$ cat src/rtl/serial_link_pkg.sv
// Shared definitions for both ends of the rotating shift-register serial link.
// Holds the link state encoding and the default word width.
package serial_link_pkg;

  localparam int DefaultWidth = 8;

  typedef enum logic [1:0] {
    IDLE,
    SHIFT,
    VALID
  } linkState_e;

endpackage

$ cat src/rtl/serial_bit_counter.sv
// Bit position counter for a serial frame.
// A load restarts the count at 1 because bit 0 is captured in the load cycle itself.
module serial_bit_counter
  import serial_link_pkg::*;
#(
  parameter int WIDTH = DefaultWidth,
  localparam int CW = $clog2(WIDTH) + 1
) (
  input  logic          clk,
  input  logic          rst,
  input  logic          load_i,
  input  logic          inc_i,
  output logic [CW-1:0] count_o,
  output logic          last_o
);

  logic [CW-1:0] count_q;

  always_ff @(posedge clk) begin
    if (rst) begin
      count_q <= '0;
    end else if (load_i) begin
      count_q <= CW'(1);
    end else if (inc_i) begin
      count_q <= count_q + CW'(1);
    end
  end

  assign count_o = count_q;
  assign last_o  = (count_q == CW'(WIDTH - 1));

endmodule

$ cat src/rtl/serial_word_deserializer.sv
// Receive end of the serial link: assembles WIDTH-bit words and hands them to a
// consumer over valid/ready, reporting frames lost to backpressure as a sticky overrun.
module serial_word_deserializer
  import serial_link_pkg::*;
#(
  parameter int WIDTH     = DefaultWidth,
  parameter bit LSB_FIRST = 1'b1
) (
  input  logic             clk,
  input  logic             rst,
  input  logic             start,
  input  logic             ser_in,
  input  logic             out_ready,
  input  logic             clr_overrun,
  output logic [WIDTH-1:0] data_out,
  output logic             out_valid,
  output logic             busy,
  output logic             overrun
);

  localparam int CW = $clog2(WIDTH) + 1;

  linkState_e       state_q;
  logic [WIDTH-1:0] shiftReg_q;
  logic [WIDTH-1:0] shift_d;
  logic [WIDTH-1:0] dataOut_q;
  logic             outValid_q;
  logic             busy_q;
  logic             overrun_q;

  logic [CW-1:0]    bitCount;
  logic             lastBit;
  logic [CW-1:0]    bitIdx;
  logic [CW-1:0]    bitPos;
  logic             accept;
  logic             cntLoad;
  logic             cntInc;

  assign accept  = (state_q == VALID) && out_ready;
  assign cntLoad = start && ((state_q != VALID) || out_ready);
  assign cntInc  = (state_q == SHIFT) && !start;

  serial_bit_counter #(
    .WIDTH(WIDTH)
  ) u_bitCounter (
    .clk    (clk),
    .rst    (rst),
    .load_i (cntLoad),
    .inc_i  (cntInc),
    .count_o(bitCount),
    .last_o (lastBit)
  );

  // A start always begins a fresh word, so stale bits from an aborted frame are cleared.
  always_comb begin
    bitIdx  = start ? '0 : bitCount;
    bitPos  = LSB_FIRST ? bitIdx : (CW'(WIDTH - 1) - bitIdx);
    shift_d = start ? '0 : shiftReg_q;
    for (int i = 0; i < WIDTH; i++) begin
      if (bitPos == CW'(i)) begin
        shift_d[i] = ser_in;
      end
    end
  end

  always_ff @(posedge clk) begin
    if (rst) begin
      state_q    <= IDLE;
      shiftReg_q <= '0;
      dataOut_q  <= '0;
      outValid_q <= 1'b0;
      busy_q     <= 1'b0;
      overrun_q  <= 1'b0;
    end else begin
      // The clear is applied first so that a same-cycle overrun set overrides it.
      if (clr_overrun) begin
        overrun_q <= 1'b0;
      end
      case (state_q)
        IDLE: begin
          if (start) begin
            shiftReg_q <= shift_d;
            state_q    <= SHIFT;
            busy_q     <= 1'b1;
          end
        end
        SHIFT: begin
          shiftReg_q <= shift_d;
          if (!start && lastBit) begin
            dataOut_q  <= shift_d;
            state_q    <= VALID;
            busy_q     <= 1'b0;
            outValid_q <= 1'b1;
          end
        end
        VALID: begin
          if (accept) begin
            outValid_q <= 1'b0;
            if (start) begin
              shiftReg_q <= shift_d;
              state_q    <= SHIFT;
              busy_q     <= 1'b1;
            end else begin
              state_q <= IDLE;
            end
          end else if (start) begin
            overrun_q <= 1'b1;
          end
        end
        default: begin
          state_q    <= IDLE;
          outValid_q <= 1'b0;
          busy_q     <= 1'b0;
        end
      endcase
    end
  end

  assign data_out  = dataOut_q;
  assign out_valid = outValid_q;
  assign busy      = busy_q;
  assign overrun   = overrun_q;

endmodule

$ cat config.mk
export PLATFORM = sky130hd
export DESIGN_NAME = serial_word_deserializer
export DESIGN_NICKNAME = d
export VERILOG_FILES = /design/src/rtl/serial_link_pkg.sv /design/src/rtl/serial_bit_counter.sv /design/src/rtl/serial_word_deserializer.sv
export SDC_FILE = /design/constraint.sdc
export NUM_CORES = 1
export LEC_CHECK = 0
export ABC_CLOCK_PERIOD_IN_PS = 1500
export CAP_MARGIN = 10
export CORE_MARGIN = 2
export CORE_UTILIZATION = 51
export DETAILED_ROUTE_END_ITERATION = 16
export PLACE_DENSITY = 0.75
export SYNTH_ARGS = -nofsm -noshare
export SYNTH_HDL_FRONTEND = slang
export SYNTH_SLANG_ARGS = --single-unit
$ cat constraint.sdc
create_clock -name clk -period 1.5 [get_ports clk]
set_input_delay 0.375 -clock clk [delete_from_list [all_inputs] [get_ports clk]]
set_output_delay 0.375 -clock clk [all_outputs]
set_load 0.01 [all_outputs]
==> flow_summary.json <==
{
  "critPathArrivalTime_ns": 1.71,
  "setup_violating_endpoint_count_in_the_final_report": 0,
  "drcViolationCount": 0,
  "power_switching_uw": 313,
  "largest_area_contributor_in_the_synthesized_netlist": "dfxtp_1",
  "worstMarginPinSlew_ns": 0.400,
  "m1WireLength_mm": 1.19,
  "synth.yosys.seq_area_share": 0.402,
  "routed-via-count": 1064,
  "maxSlewViolCount": 0,
  "post_route_cells_drive_above_1_share": 0.273,
  "fmax_mhz": 693,
  "slew_headroom": 0.732,
  "drt-total-wl_mm": 2.77,
  "cap_viol_max_count": 0,
  "pwr-share-comb": 0.136,
  "met3_wirelength_um": 61,
  "status": "complete, no violations",
  "pwr_density_cell_nw_per_um2": 732,
  "crit_fanout": 10,
  "core_area_um2": 2250,
  "synthToLayoutAreaGrowth_pct": 28.1,
  "boundaryPins": 17,
  "clkSinkCount": 25,
  "netlist.area_leader.share": 0.402,
  "place_congestion": 0.791,
  "synth.distinct_cells": 31,
  "htree_num_levels": 1,
  "fp.dieArea_um2": 2850,
  "clock_network_latency_to_the_later_pin_of_the_worst_skew_pair_ns": 0.32,
  "cts_buffer_depth": 2,
  "global_route.usage.total": 0.220,
  "cts-hold-fix-buffers": 0,
  "post-place-cells": 182,
  "worst_ep_required_time_ns": 1.77,
  "grt_overflow_total": 0,
  "final_hold_vios": 0,
  "power.leakage_nw": 0.585,
  "post_layout_nonfiller_instances": 189,
  "drt-pass1-iter-count": 4,
  "mappedNetlistNets": 141,
  "grt_first_pass_wirelength_mm": 4.53,
  "fp.dieW_um": 53.4,
  "power_mw": 1.17,
  "floorplan.rows": 17,
  "first_iter_violations": 8,
  "cts-buffers-inserted": 3,
  "finalWorstPathRequiredPeriod_ns": 1.44,
  "syn-cell-area_um2": 1250,
  "grt_max_degree": 17,
  "clk_transition_reported_paths_ns": 0.15,
  "timing.critical_path.from_type": "flop",
  "synthesis.area_per_instance_um2": 9.30,
  "tritoncts": "done",
  "worst_clock_skew_ns": 0.00293,
  "synth.top_cells.by_area": "dfxtp_1 (40%), mux2i_1 (6.4%), nor2_1 (5.7%), a211oi_1 (5.4%), a21oi_1 (4.4%)",
  "start_util": 0.553,
  "syn_inst": 134,
  "highest-signal-layer": "met4",
  "dominantRegCellSynth": "dfxtp_1",
  "pwr-share-clk": 0.270,
  "hpwl_mm": 2.07,
  "synth-warning-count": 0,
  "final_antenna_net_count": 0,
  "cp-end-kind": "flop",
  "power_frac_seq": 0.595,
  "antenna_cells_inserted": 0,
  "routedWlPerCell_um": 14.7,
  "preCtsSetupSlack_ns": -0.476,
  "die-height_um": 53.4,
  "swShare": 0.267,
  "grt_antenna_before_repair": 0,
  "peakVddDrop_mv": 0.697,
  "internal-power_uw": 857,
  "synth_enable_flop_cells": 0,
  "setup.worst_path.class": "flop to flop",
  "clk_root_buffer_cell": "clkbuf_4",
  "final_nets": 169,
  "async_flop_share": 0,
  "numPortBuffers": 16,
  "first_global_vias": 1031,
  "layout_setup_ws_ns": 0.0562,
  "final_min_period_over_clock_period": 0.963,
  "met2WireLength_mm": 1.51,
  "path_category_of_the_worst_min_delay_check": "flop to flop",
  "post_drt_via_cell_ratio": 5.63,
  "ys_ff_latch": 25
}
## power groups by stage
stage / Clock [mW] / Combinational (mW) / Sequential (mW)
6_report: 0.315 / 0.159 / 0.695
5_1_grt: 0.339 / 0.173 / 0.698
4_1_cts: 0.315 / 0.153 / 0.694
3_5_place_dp: 0 / 0.155 / 0.708
3_3_place_gp: 0 / 0.149 / 0.707
2_1_floorplan: 0 / 0.0908 / 0.706
## repair_timing
item                                    CTS  global route
gates resized for setup                  14            11
endpoints found under the setup margin   22             8
pin swaps                                 2             3
buffers inserted                          1             2
## logic make-up after synthesis
group | after synthesis | share of synthesized area
compound gates | 31 | 0.154
flops | 25 | 0.402
simple gates | 55 | 0.298
fa+ha+maj | 1 | 0.0100
mux | 8 | 0.0643
xor+xnor | 3 | 0.0211
buf+inv | 11 | 0.0512
## path summary, 6_finish.rpt
path / start / end / slack, ns / depth (start not counted)
max: u_bitCounter.count_o[2] / shiftReg_q[0] / 0.06 / 5
min: shiftReg_q[0] / data_out[0] / 0.47 / 2
max reg2reg: u_bitCounter.count_o[2] / shiftReg_q[0] / 0.06 / 5
min reg2reg: shiftReg_q[0] / data_out[0] / 0.47 / 2
## critical path: stages (launching register included)
cell	delay (ns)
dfxtp_2	0.35
buf_4	0.17
nor4_2	0.28
nor2_1	0.09
or3b_1	0.39
a21oi_2	0.11
## final cells by class
class	count	area, um2
Fill cell	188	658
Multi-Input combinational cell	98	733
Sequential cell	25	505
Timing Repair Buffer	34	293
Tap cell	28	35.0
Clock inverter	1	7.51
Clock buffer	3	22.5
## state kept, by name, indices dropped and copies added, names as in the netlist
register	cells
data_out	8
shiftReg_q	8
u_bitCounter.count_o	4
state_q	2
busy	1
out_valid	1
overrun	1
## layout by cell type (no fill, tap or decap), types with 2 or more instances in the layout
cell type,count
a211oi_1,7
a211oi_2,3
a21oi_1,10
and4bb_2,3
buf_4,17
clkbuf_4,3
clkdlybuf4s50_1,4
dfxtp_1,21
dfxtp_2,4
dlygate4sd2_1,12
mux2i_1,8
nand2_1,9
nand2b_1,3
nor2_1,19
nor2b_1,4
nor3_1,3
nor3b_4,2
nor4b_4,2
o21ai_0,8
xor2_1,3
## metal layers
layer,global-route usage,vias up
li1,-,527
met1,0.256,518
met2,0.414,17
met3,0.0254,2
met4,0.0641,0
met5,0,-
## synthesized netlist by cell type (all sizes together), types with 4 or more instances
cell type and n:
a211oi 10, nor3 4, mux2i 8, nor2b 4, a21oi 11, nand2 9, buf 6, dfxtp 25
clkbuf 5, nor2 20, o21ai 8
## metrics by stage
step           area [um2]   util  setup TNS [ns]  hold WS (ns)
2_1_floorplan        1250      -               0         0.438
3_3_place_gp         1500  0.666           -5.52         0.454
3_5_place_dp         1500  0.666           -7.12         0.452
4_1_cts              1530  0.679               0         0.477
5_1_grt              1600  0.708         -0.0302         0.500
6_report             1600  0.708               0         0.470
Power figures use the tool's default switching activity.
